`src/rtl/sram_ext_pkg.sv`:
```
// sram_ext_pkg: shared state encoding and default parameters for the SRAM extension controller
package sram_ext_pkg;
    typedef enum logic [1:0] {
        ST_INIT   = 2'd0,
        ST_IDLE   = 2'd1,
        ST_ISSUE  = 2'd2,
        ST_RD_CAP = 2'd3
    } state_t;
    localparam int          BW_DATA_DEF     = 64;
    localparam int          BW_ADDR_DEF     = 6;
    localparam logic [63:0] CLEAR_VALUE_DEF = 64'h0;
    localparam int          RSPQ_DEPTH_DEF  = 2;
endpackage

```
`src/rtl/sram_ext_rspq.sv`:
```
// sram_ext_rspq: 2-entry in-order response FIFO; head register reads 0 when empty
module sram_ext_rspq
    import sram_ext_pkg::*;
#(
    parameter int BW_DATA = BW_DATA_DEF
) (
    input  logic               i_clk,
    input  logic               i_rst,
    input  logic               i_push,
    input  logic [BW_DATA-1:0] i_push_data,
    input  logic               i_pop,
    output logic [1:0]         o_count,
    output logic [BW_DATA-1:0] o_head
);
    logic [1:0]         r_count, w_count;
    logic [BW_DATA-1:0] r_q0, r_q1, w_q0, w_q1;
    logic               w_pop, w_push;

    // Pop shifts the second entry forward, then a push lands at the first free slot.
    always_comb begin
        w_pop   = i_pop && r_count != 2'd0;
        w_push  = i_push && (r_count != 2'd2 || w_pop);
        w_q0    = r_q0;
        w_q1    = r_q1;
        w_count = r_count;
        if (w_pop) begin
            w_q0    = r_q1;
            w_q1    = '0;
            w_count = r_count - 2'd1;
        end
        if (w_push) begin
            w_q0    = w_count == 2'd0 ? i_push_data : w_q0;
            w_q1    = w_count == 2'd0 ? w_q1 : i_push_data;
            w_count = w_count + 2'd1;
        end
    end

    always_ff @(posedge i_clk) begin
        if (i_rst) begin
            r_count <= 2'd0;
            r_q0    <= '0;
            r_q1    <= '0;
        end else begin
            r_count <= w_count;
            r_q0    <= w_q0;
            r_q1    <= w_q1;
        end
    end

    assign o_count = r_count;
    assign o_head  = r_q0;
endmodule

```
`src/rtl/sram_ext_ctrl.sv`:
```
// sram_ext_ctrl: sequences request-stream reads/writes into registered SRAM cycles and
// clears the whole array after every reset.
module sram_ext_ctrl
    import sram_ext_pkg::*;
#(
    parameter int                 BW_DATA     = BW_DATA_DEF,
    parameter int                 BW_ADDR     = BW_ADDR_DEF,
    parameter logic [BW_DATA-1:0] CLEAR_VALUE = BW_DATA'(CLEAR_VALUE_DEF),
    parameter int                 RSPQ_DEPTH  = RSPQ_DEPTH_DEF
) (
    input  logic               i_clk,
    input  logic               i_rst,
    input  logic               i_req_valid,
    output logic               o_req_ready,
    input  logic               i_req_we,
    input  logic [BW_ADDR-1:0] i_req_addr,
    input  logic [BW_DATA-1:0] i_req_data,
    output logic               o_rsp_valid,
    input  logic               i_rsp_ready,
    output logic [BW_DATA-1:0] o_rsp_data,
    output logic               o_busy_init,
    output logic               o_mem_cen,
    output logic               o_mem_wen,
    output logic               o_mem_oen,
    output logic [BW_ADDR-1:0] o_mem_addr,
    output logic [BW_DATA-1:0] o_mem_data,
    input  logic [BW_DATA-1:0] i_mem_data
);
    state_t             r_state, w_state;
    logic [BW_ADDR-1:0] r_cnt, w_cnt, r_mem_addr, w_mem_addr;
    logic [BW_DATA-1:0] r_mem_data, w_mem_data;
    logic               r_mem_cen, r_mem_wen, r_mem_oen, w_mem_cen, w_mem_wen, w_mem_oen;
    logic               w_accept, w_push;
    logic [1:0]         w_count;

    assign o_busy_init = r_state == ST_INIT;
    assign o_req_ready = r_state == ST_IDLE && w_count < 2'(RSPQ_DEPTH);
    assign w_accept    = i_req_valid && o_req_ready;
    assign w_push      = r_state == ST_RD_CAP;

    // Mem pins are registered, so each branch computes the pins for the state being entered.
    always_comb begin
        w_state    = r_state;
        w_cnt      = r_cnt;
        w_mem_cen  = 1'b0;
        w_mem_wen  = 1'b0;
        w_mem_oen  = 1'b0;
        w_mem_addr = r_mem_addr;
        w_mem_data = r_mem_data;
        case (r_state)
            ST_INIT: begin
                w_mem_cen  = 1'b1;
                w_mem_wen  = 1'b1;
                w_mem_addr = r_cnt;
                w_mem_data = CLEAR_VALUE;
                w_cnt      = r_cnt + BW_ADDR'(1);
                w_state    = &r_cnt ? ST_IDLE : ST_INIT;
            end
            ST_IDLE: if (w_accept) begin
                w_state    = ST_ISSUE;
                w_mem_cen  = 1'b1;
                w_mem_wen  = i_req_we;
                w_mem_addr = i_req_addr;
                w_mem_data = i_req_data;
            end
            ST_ISSUE: begin
                w_state   = r_mem_wen ? ST_IDLE : ST_RD_CAP;
                w_mem_oen = !r_mem_wen;
            end
            default: w_state = ST_IDLE;
        endcase
    end

    always_ff @(posedge i_clk) begin
        if (i_rst) begin
            r_state    <= ST_INIT;
            r_cnt      <= '0;
            r_mem_cen  <= 1'b0;
            r_mem_wen  <= 1'b0;
            r_mem_oen  <= 1'b0;
            r_mem_addr <= '0;
            r_mem_data <= '0;
        end else begin
            r_state    <= w_state;
            r_cnt      <= w_cnt;
            r_mem_cen  <= w_mem_cen;
            r_mem_wen  <= w_mem_wen;
            r_mem_oen  <= w_mem_oen;
            r_mem_addr <= w_mem_addr;
            r_mem_data <= w_mem_data;
        end
    end

    assign o_mem_cen  = r_mem_cen;
    assign o_mem_wen  = r_mem_wen;
    assign o_mem_oen  = r_mem_oen;
    assign o_mem_addr = r_mem_addr;
    assign o_mem_data = r_mem_data;
    assign o_rsp_valid = w_count != 2'd0;

    sram_ext_rspq #(.BW_DATA(BW_DATA)) u_rspq (
        .i_clk      (i_clk),
        .i_rst      (i_rst),
        .i_push     (w_push),
        .i_push_data(i_mem_data),
        .i_pop      (i_rsp_ready),
        .o_count    (w_count),
        .o_head     (o_rsp_data)
    );
endmodule

```
`config.mk`:
```
export PLATFORM = sky130hd
export DESIGN_NAME = sram_ext_ctrl
export DESIGN_NICKNAME = d
export VERILOG_FILES = /design/src/rtl/sram_ext_pkg.sv /design/src/rtl/sram_ext_rspq.sv /design/src/rtl/sram_ext_ctrl.sv
export SDC_FILE = /design/constraint.sdc
export NUM_CORES = 1
export LEC_CHECK = 0
export ABC_AREA = 1
export CAP_MARGIN = 10
export CORE_MARGIN = 2
export CORE_UTILIZATION = 45
export CTS_BUF_LIST = sky130_fd_sc_hd__clkbuf_2 sky130_fd_sc_hd__clkbuf_4 sky130_fd_sc_hd__clkbuf_8
export CTS_CLUSTER_SIZE = 20
export DETAILED_ROUTE_END_ITERATION = 6
export PLACE_DENSITY = 0.81
export SYNTH_ARGS = -nofsm -noshare
export SYNTH_HDL_FRONTEND = slang
export SYNTH_SLANG_ARGS = --single-unit
```
`constraint.sdc`:
```
create_clock -name i_clk -period 2 [get_ports i_clk]
set_input_delay 0.3 -clock i_clk [delete_from_list [all_inputs] [get_ports i_clk]]
set_output_delay 0.3 -clock i_clk [all_outputs]
set_load 0.02 [all_outputs]
```
==> results of run 1 <==
==> sequential cells by signal, indices dropped and copies added (netlist names) <==
| name | count |
|---|---|
| o_mem_data | 64 |
| u_rspq.o_count | 2 |
| o_mem_cen | 1 |
| u_rspq.o_head | 64 |
| o_mem_addr | 6 |
| r_cnt | 6 |
| o_mem_oen | 1 |
| o_mem_wen | 1 |
| u_rspq.r_q1 | 64 |
| r_state | 2 |
==> final cells by class <==
cell class	count	area, sq um
flip-flops and latches	211	4230
inverters	201	757
clock buffers	57	697
fillers	1706	6760
clock inverters	7	45.0
multi-input cells	865	3720
repair buffers	307	3120
well taps	265	332
==> power breakdown <==
group / switching (mW) / total (mW) / internal, mW
Combinational: 0.361 / 0.703 / 0.342
Clock: 1.74 / 3.96 / 2.23
Sequential: 0.0110 / 4.23 / 4.22
Total: 2.11 / 8.90 / 6.79
==> metrics by stage <==
| step | setup TNS [ns] | util (%) | hold slack (ns) | instance area, sq um |
|---|---|---|---|---|
| floorplan | 0 | - | 0.424 | 9080 |
| global placement | 0 | 61.8 | 0.447 | 12100 |
| detailed placement | -0.739 | 61.8 | 0.452 | 12100 |
| CTS | 0 | 65.5 | 0.191 | 12900 |
| global route | -0.0180 | 65.6 | 0.225 | 12900 |
| finish | 0 | 65.6 | 0.210 | 12900 |
==> layer usage <==
layer  wire [um]  up-vias  track usage [%]
met1       10300     4008             27.3
li1            -     4664                -
met3        2290       59             7.09
met2       11700      337             37.1
met5           0        -                0
met4         747        0             9.27
==> critical path, delay by kind of cell, from the launching register on <==
kind | cells | cell delay (ns)
buf+inv | 3 | 0.53
flops | 1 | 0.33
fa+ha+maj | 1 | 0.20
==> cells by family (layout without fill, tap and decap cells) <==
family / after synthesis / count (layout) / synth area share (%)
fa+ha+maj: 4 / 4 / 0.551
buf+inv: 287 / 572 / 12.9
compound gates: 277 / 277 / 15.3
simple gates: 583 / 584 / 24.7
flops: 211 / 211 / 46.5
==> synthesized netlist by cell type (all sizes together) <==
cell	n	area [sq um]
a31oi	1	6.26
a21oi	71	355
dfxtp	211	4220
clkbuf	40	150
or3	1	6.26
and3	1	6.26
inv	200	751
o21a	2	15.0
nor2	218	833
ha	4	50.1
clkinv	1	3.75
nor3	2	21.3
nand2	349	1320
buf	46	263
nand3	12	60.1
o21ai	203	1020
==> repair_timing <==
| item | in CTS | in global routing |
|---|---|---|
| pin swaps | 0 | 1 |
| resized for setup | 4 | 2 |
| endpoints found under the setup margin | 3 | 6 |
| cloned | 0 | 1 |
==> layout by cell type, fill, tap and decap left out, types with 3 or more instances in the layout <==
master             n
a21oi_1           71
buf_12            10
buf_4             18
clkbuf_4          14
clkbuf_8          43
clkdlybuf4s50_1  274
clkinv_2           4
dfxtp_1          210
dlygate4sd2_1      3
ha_1               4
inv_1            196
inv_2              3
nand2_1          346
nand3_1           11
nor2_1           216
o21ai_0          139
o21ai_1           64
==> path summary, 6_finish.rpt <==
kind / from / endpoint / slack (ns) / cells after the start
setup / recovery: u_rspq.o_count[0]$_SDFF_PP0_ / o_rsp_valid / 0.12 / 4
hold / removal: i_rst / u_rspq.o_head[5]$_SDFF_PP0_ / 0.21 / 4
setup reg to reg: u_rspq.o_count[0]$_SDFF_PP0_ / u_rspq.r_q1[49]$_SDFF_PP0_ / 0.14 / 13
hold reg to reg: o_mem_data[57]$_SDFFE_PP0P_ / o_mem_data[57]$_SDFFE_PP0P_ / 0.46 / 2
==> summary.md, run 1 <==
| Metric | Value |
|---|---|
| PD cells | 690 nW/um^2 |
| CTS Sinks | 211 |
| Worst slack, placed | -0.0605 ns |
| Clock root buffer | clkbuf_8 |
| H-tree Lvls | 2 |
| Count of input and output buffers | 278 |
| Antenna Nets Post-Route | 0 |
| I/O Pins | 279 |
| Post-DR vias/cell | 4.74 |
| Synthesized area | 9080 sq um |
| Clock buffer depth | 3 |
| Final-report max-slew violation count | 0 |
| Die Span X | 146 um |
| #FFs+latches synth | 211 |
| Syn. warnings | 0 |
| Initial antenna violation count | 0 |
| Status | completed |
| Min Tclk post-route | 1.88 ns |
| CP Capture Type | output pin |
| Layout area overhead | 42.0% |
| Die Ht | 146 um |
| Max Clk Rate | 0.532 GHz |
| Initial Utilization | 46.2% |
| Worst setup margin | 0.120 ns |
| Initial DRC count | 445 |
| Die area | 21300 sq um |
| Startpoint types | flop |
| Arrival @ worst endpoint | 1.58 ns |
| Largest net degree at the start of global routing | 130 |
| Slowest-stage cell, CP | dlygate4sd2_1 |
| CP Cell Sequence | inv_1 > ha_1 > inv_2 > dlygate4sd2_1 |
| GPL Wtd Cong | 0.793 |
| DRC viols | 0 |
| CTS tree | built |
| Setup violations, final | 0 |
| Avg Inst Size Synth | 6.66 sq um |
| CTS hold repair buffers | 0 |
| Gr usage total | 22.5% |
| RSZ-0062 raised after global routing | true |
| # placed instances | 1848 |
| Total grt overflow | 0 |
| Tot Pwr | 8.90 mW |
| DR vias | 9068 |
| First-pass iteration count of the detailed router | 5 |
| Pleak | 5.10 nW |
| CTS clk-pin slew, worst paths | 0.06 ns |
| Core area | 19700 sq um |
| HP Class | input pin to flop |
| Slew HR | 64.3% |
| # diodes | 0 |
| Post-synth cell types | 24 |
| Global-route wire length before repair | 40300 um |
| # rows | 51 |
| Layout Cells excl Fill | 1913 |
| Critical Path RT | 1.70 ns |
| CP peak stage delay | 0.37 ns |
| CP max FO | 4 |
| Final worst-path cycle share | 94.0% |
| Sequential share of the synthesized area | 46.5% |
| Clock Latency Late Sink | 0.52 ns |
| NumNets Final | 1766 |
| Synth Instances | 1362 |
| Hold Violations, Final | 0 |
| Peak VDD IR | 0.480 mV |
| Skew final | 0.0205 ns |
| Share of layout cells above drive strength 1 | 6.49% |
| Crit Path Class | flop to output pin |
| DPL Wire Length | 16800 um |
| Worst-margin pin slew | 0.536 ns |
| Total Wirelength | 24900 um |
| Vias in the first global route | 8554 |
| CTS buffer count | 37 |
| Post-CTS setup repair buffer count | 0 |
| Wire length per cell | 13.0 um |
| Syn Nets | 1505 |
| Max_cap viols | 0 |
Note: power is estimated with default switching activity, not from simulation.
==> run 2, diff against run 1 <==
--- a/config.mk
+++ b/config.mk
@@ -13,6 +13,7 @@
 export CTS_CLUSTER_SIZE = 20
 export DETAILED_ROUTE_END_ITERATION = 6
 export PLACE_DENSITY = 0.81
+export SETUP_SLACK_MARGIN = 0.05
 export SYNTH_ARGS = -nofsm -noshare
 export SYNTH_HDL_FRONTEND = slang
 export SYNTH_SLANG_ARGS = --single-unit
==> run 2 against run 1 <==
Against the previous run:
- register-to-register slack about the same
- routed wire length increased by 3.9%
- sequential cell count unchanged
- worst setup slack got worse by 0.0027 ns
- critical path depth unchanged
- non-clock buffer count increased by 7
- fmax decreased by 0.14%
- die area unchanged
- first-iteration DRC count decreased by 2.0%
- clock power about the same
==> summary.md, run 2 (synthesized netlist as in run 1, its figures left out) <==
| Metric | Value |
|---|---|
| Slowest-stage cell, CP | dlygate4sd2_1 |
| Share of layout cells above drive strength 1 | 7.07% (+0.57 points) |
| Slew HR | 64.5% (+0.21 points) |
| Die area | 21300 sq um (unchanged) |
| Final-report max-slew violation count | 0 (unchanged) |
| RSZ-0062 raised after global routing | true |
| Initial antenna violation count | 0 (unchanged) |
| PD cells | 686 nW/um^2 (-0.57%) |
| Most common cell after layout, fill and taps aside | nand2_1 |
| GPL Wtd Cong | 0.793 (unchanged) |
| Clock buffer depth | 3 (unchanged) |
| NumNets Final | 1774 (+0.45%) |
| Peak VDD IR | 0.479 mV (-0.30%) |
| CTS tree | built |
| CTS hold repair buffers | 0 (unchanged) |
| Global-route wire length before repair | 40300 um (unchanged) |
| Worst-margin pin slew | 0.533 ns (-0.00312 ns) |
| Pleak | 5.16 nW (+1.3%) |
| Fillers | 1682 (-1.4%) |
| Largest net degree at the start of global routing | 130 (unchanged) |
| Hold Violations, Final | 0 (unchanged) |
| DPL Wire Length | 16800 um (unchanged) |
| Wire length per cell | 13.5 um (+3.4%) |
| Arrival @ worst endpoint | 1.58 ns (about the same) |
| Clock Latency Late Sink | 0.52 ns (about the same) |
| Multi-input logic area | 3750 sq um (+0.98%) |
| Tot Pwr | 8.95 mW (+0.63%) |
| Post-DR vias/cell | 4.79 (+1.1%) |
| Core area | 19700 sq um (unchanged) |
| CTS buffer count | 37 (unchanged) |
| Crit Path Class | flop to output pin |
| I/O Pins | 279 (unchanged) |
| Vias in the first global route | 8554 (unchanged) |
| Die Ht | 146 um (unchanged) |
| Max Clk Rate | 0.531 GHz (-0.14%) |
| CP Capture Type | output pin |
| CP Cell Sequence | inv_1 > ha_1 > inv_2 > dlygate4sd2_1 |
| H-tree Lvls | 2 (unchanged) |
| DRC viols | 0 (unchanged) |
| Skew final | 0.0205 ns (-0.0000257 ns) |
| HP Class | input pin to flop |
| Post-route cell area | 13000 sq um (+1.2%) |
| # rows | 51 (unchanged) |
| CTS clk-pin slew, worst paths | 0.06 ns (about the same) |
| Die Span X | 146 um (unchanged) |
| Most frequent cells in the layout | nand2_1, clkdlybuf4s50_1, nor2_1 |
| Total Wirelength | 25900 um (+3.9%) |
| CP max FO | 4 (unchanged) |
| Initial Utilization | 46.2% (unchanged) |
| Initial DRC count | 436 (-2.0%) |
| Min Tclk post-route | 1.88 ns (+0.00273 ns) |
| Setup violations, final | 0 (unchanged) |
| Status | completed |
| Layout area overhead | 43.8% |
| First-pass iteration count of the detailed router | 5 (unchanged) |
| DR vias | 9205 (+1.5%) |
| Critical Path RT | 1.70 ns (about the same) |
| Placed inst area | 12100 sq um (unchanged) |
| # diodes | 0 (unchanged) |
| Clock root buffer | clkbuf_8 |
| Max_cap viols | 0 (unchanged) |
| Final worst-path cycle share | 94.1% (+0.14 points) |
| Total grt overflow | 0 (unchanged) |
| Antenna Nets Post-Route | 0 (unchanged) |
| Startpoint types | flop |
| Sequential cell area | 4230 sq um (unchanged) |
| CP peak stage delay | 0.37 ns (about the same) |
| Count of input and output buffers | 278 (unchanged) |
| CTS Sinks | 211 (unchanged) |
| Gr usage total | 22.5% (unchanged) |
-- run 2: path summary, 6_finish.rpt --
kind                                 from                      endpoint  slack (ns)  cells after the start
max          u_rspq.o_count[0]$_SDFF_PP0_                   o_rsp_valid        0.12                      4
min                                 i_rst   u_rspq.o_head[5]$_SDFF_PP0_        0.21                      4
min reg2reg   o_mem_data[57]$_SDFFE_PP0P_   o_mem_data[57]$_SDFFE_PP0P_        0.46                      2
max reg2reg  u_rspq.o_count[0]$_SDFF_PP0_  u_rspq.o_head[49]$_SDFF_PP0_        0.14                     11
-- run 2: cell type report --
cell class / count / share of cell area [%]
sequential: 211 / 32.4
multi-input combinational: 866 / 28.8
timing repair buffer: 314 / 24.8
inverter: 201 / 5.84
clock buffer: 57 / 5.34
tap: 265 / 2.54
clock inverter: 7 / 0.345
-- run 2: what timing repair did --
action,4_1_cts,5_1_grt
endpoints found under the setup margin,3,50
resized for setup,4,14
buffers inserted,0,3
gates cloned,0,6
pin swaps,0,2
-- run 2: report_power, final --
group	switching [mW]	internal (mW)	total [mW]
Clock	1.76	2.23	3.98
Sequential	0.0110	4.22	4.23
Combinational	0.387	0.350	0.737
-- run 2: worst max-delay path, delay by kind of cell, from the launching register on --
kind	cells	cell delay (ns)
fa+ha+maj	1	0.20
buf+inv	3	0.53
flops	1	0.33
-- run 2: routing by layer --
metal | wire (um) | vias up | track usage [%]
met3 | 2330 | 57 | 7.09
li1 | - | 4680 | -
met4 | 751 | 0 | 9.27
met5 | 0 | - | 0
met2 | 12300 | 350 | 37.1
met1 | 10500 | 4118 | 27.3
-- run 2: metrics by stage --
step	hold slack [ns]	cells	util, %	TNS (ns)	setup slack [ns]
floorplan	0.424	1362	-	0	0.0767
global placement	0.447	1848	61.8	0	0.00598
detailed placement	0.452	1848	61.8	-0.739	-0.0605
CTS	0.191	1912	65.5	0	0.0866
global route	0.225	1921	66.4	-0.0526	-0.0192
finish	0.209	1921	66.4	0	0.117
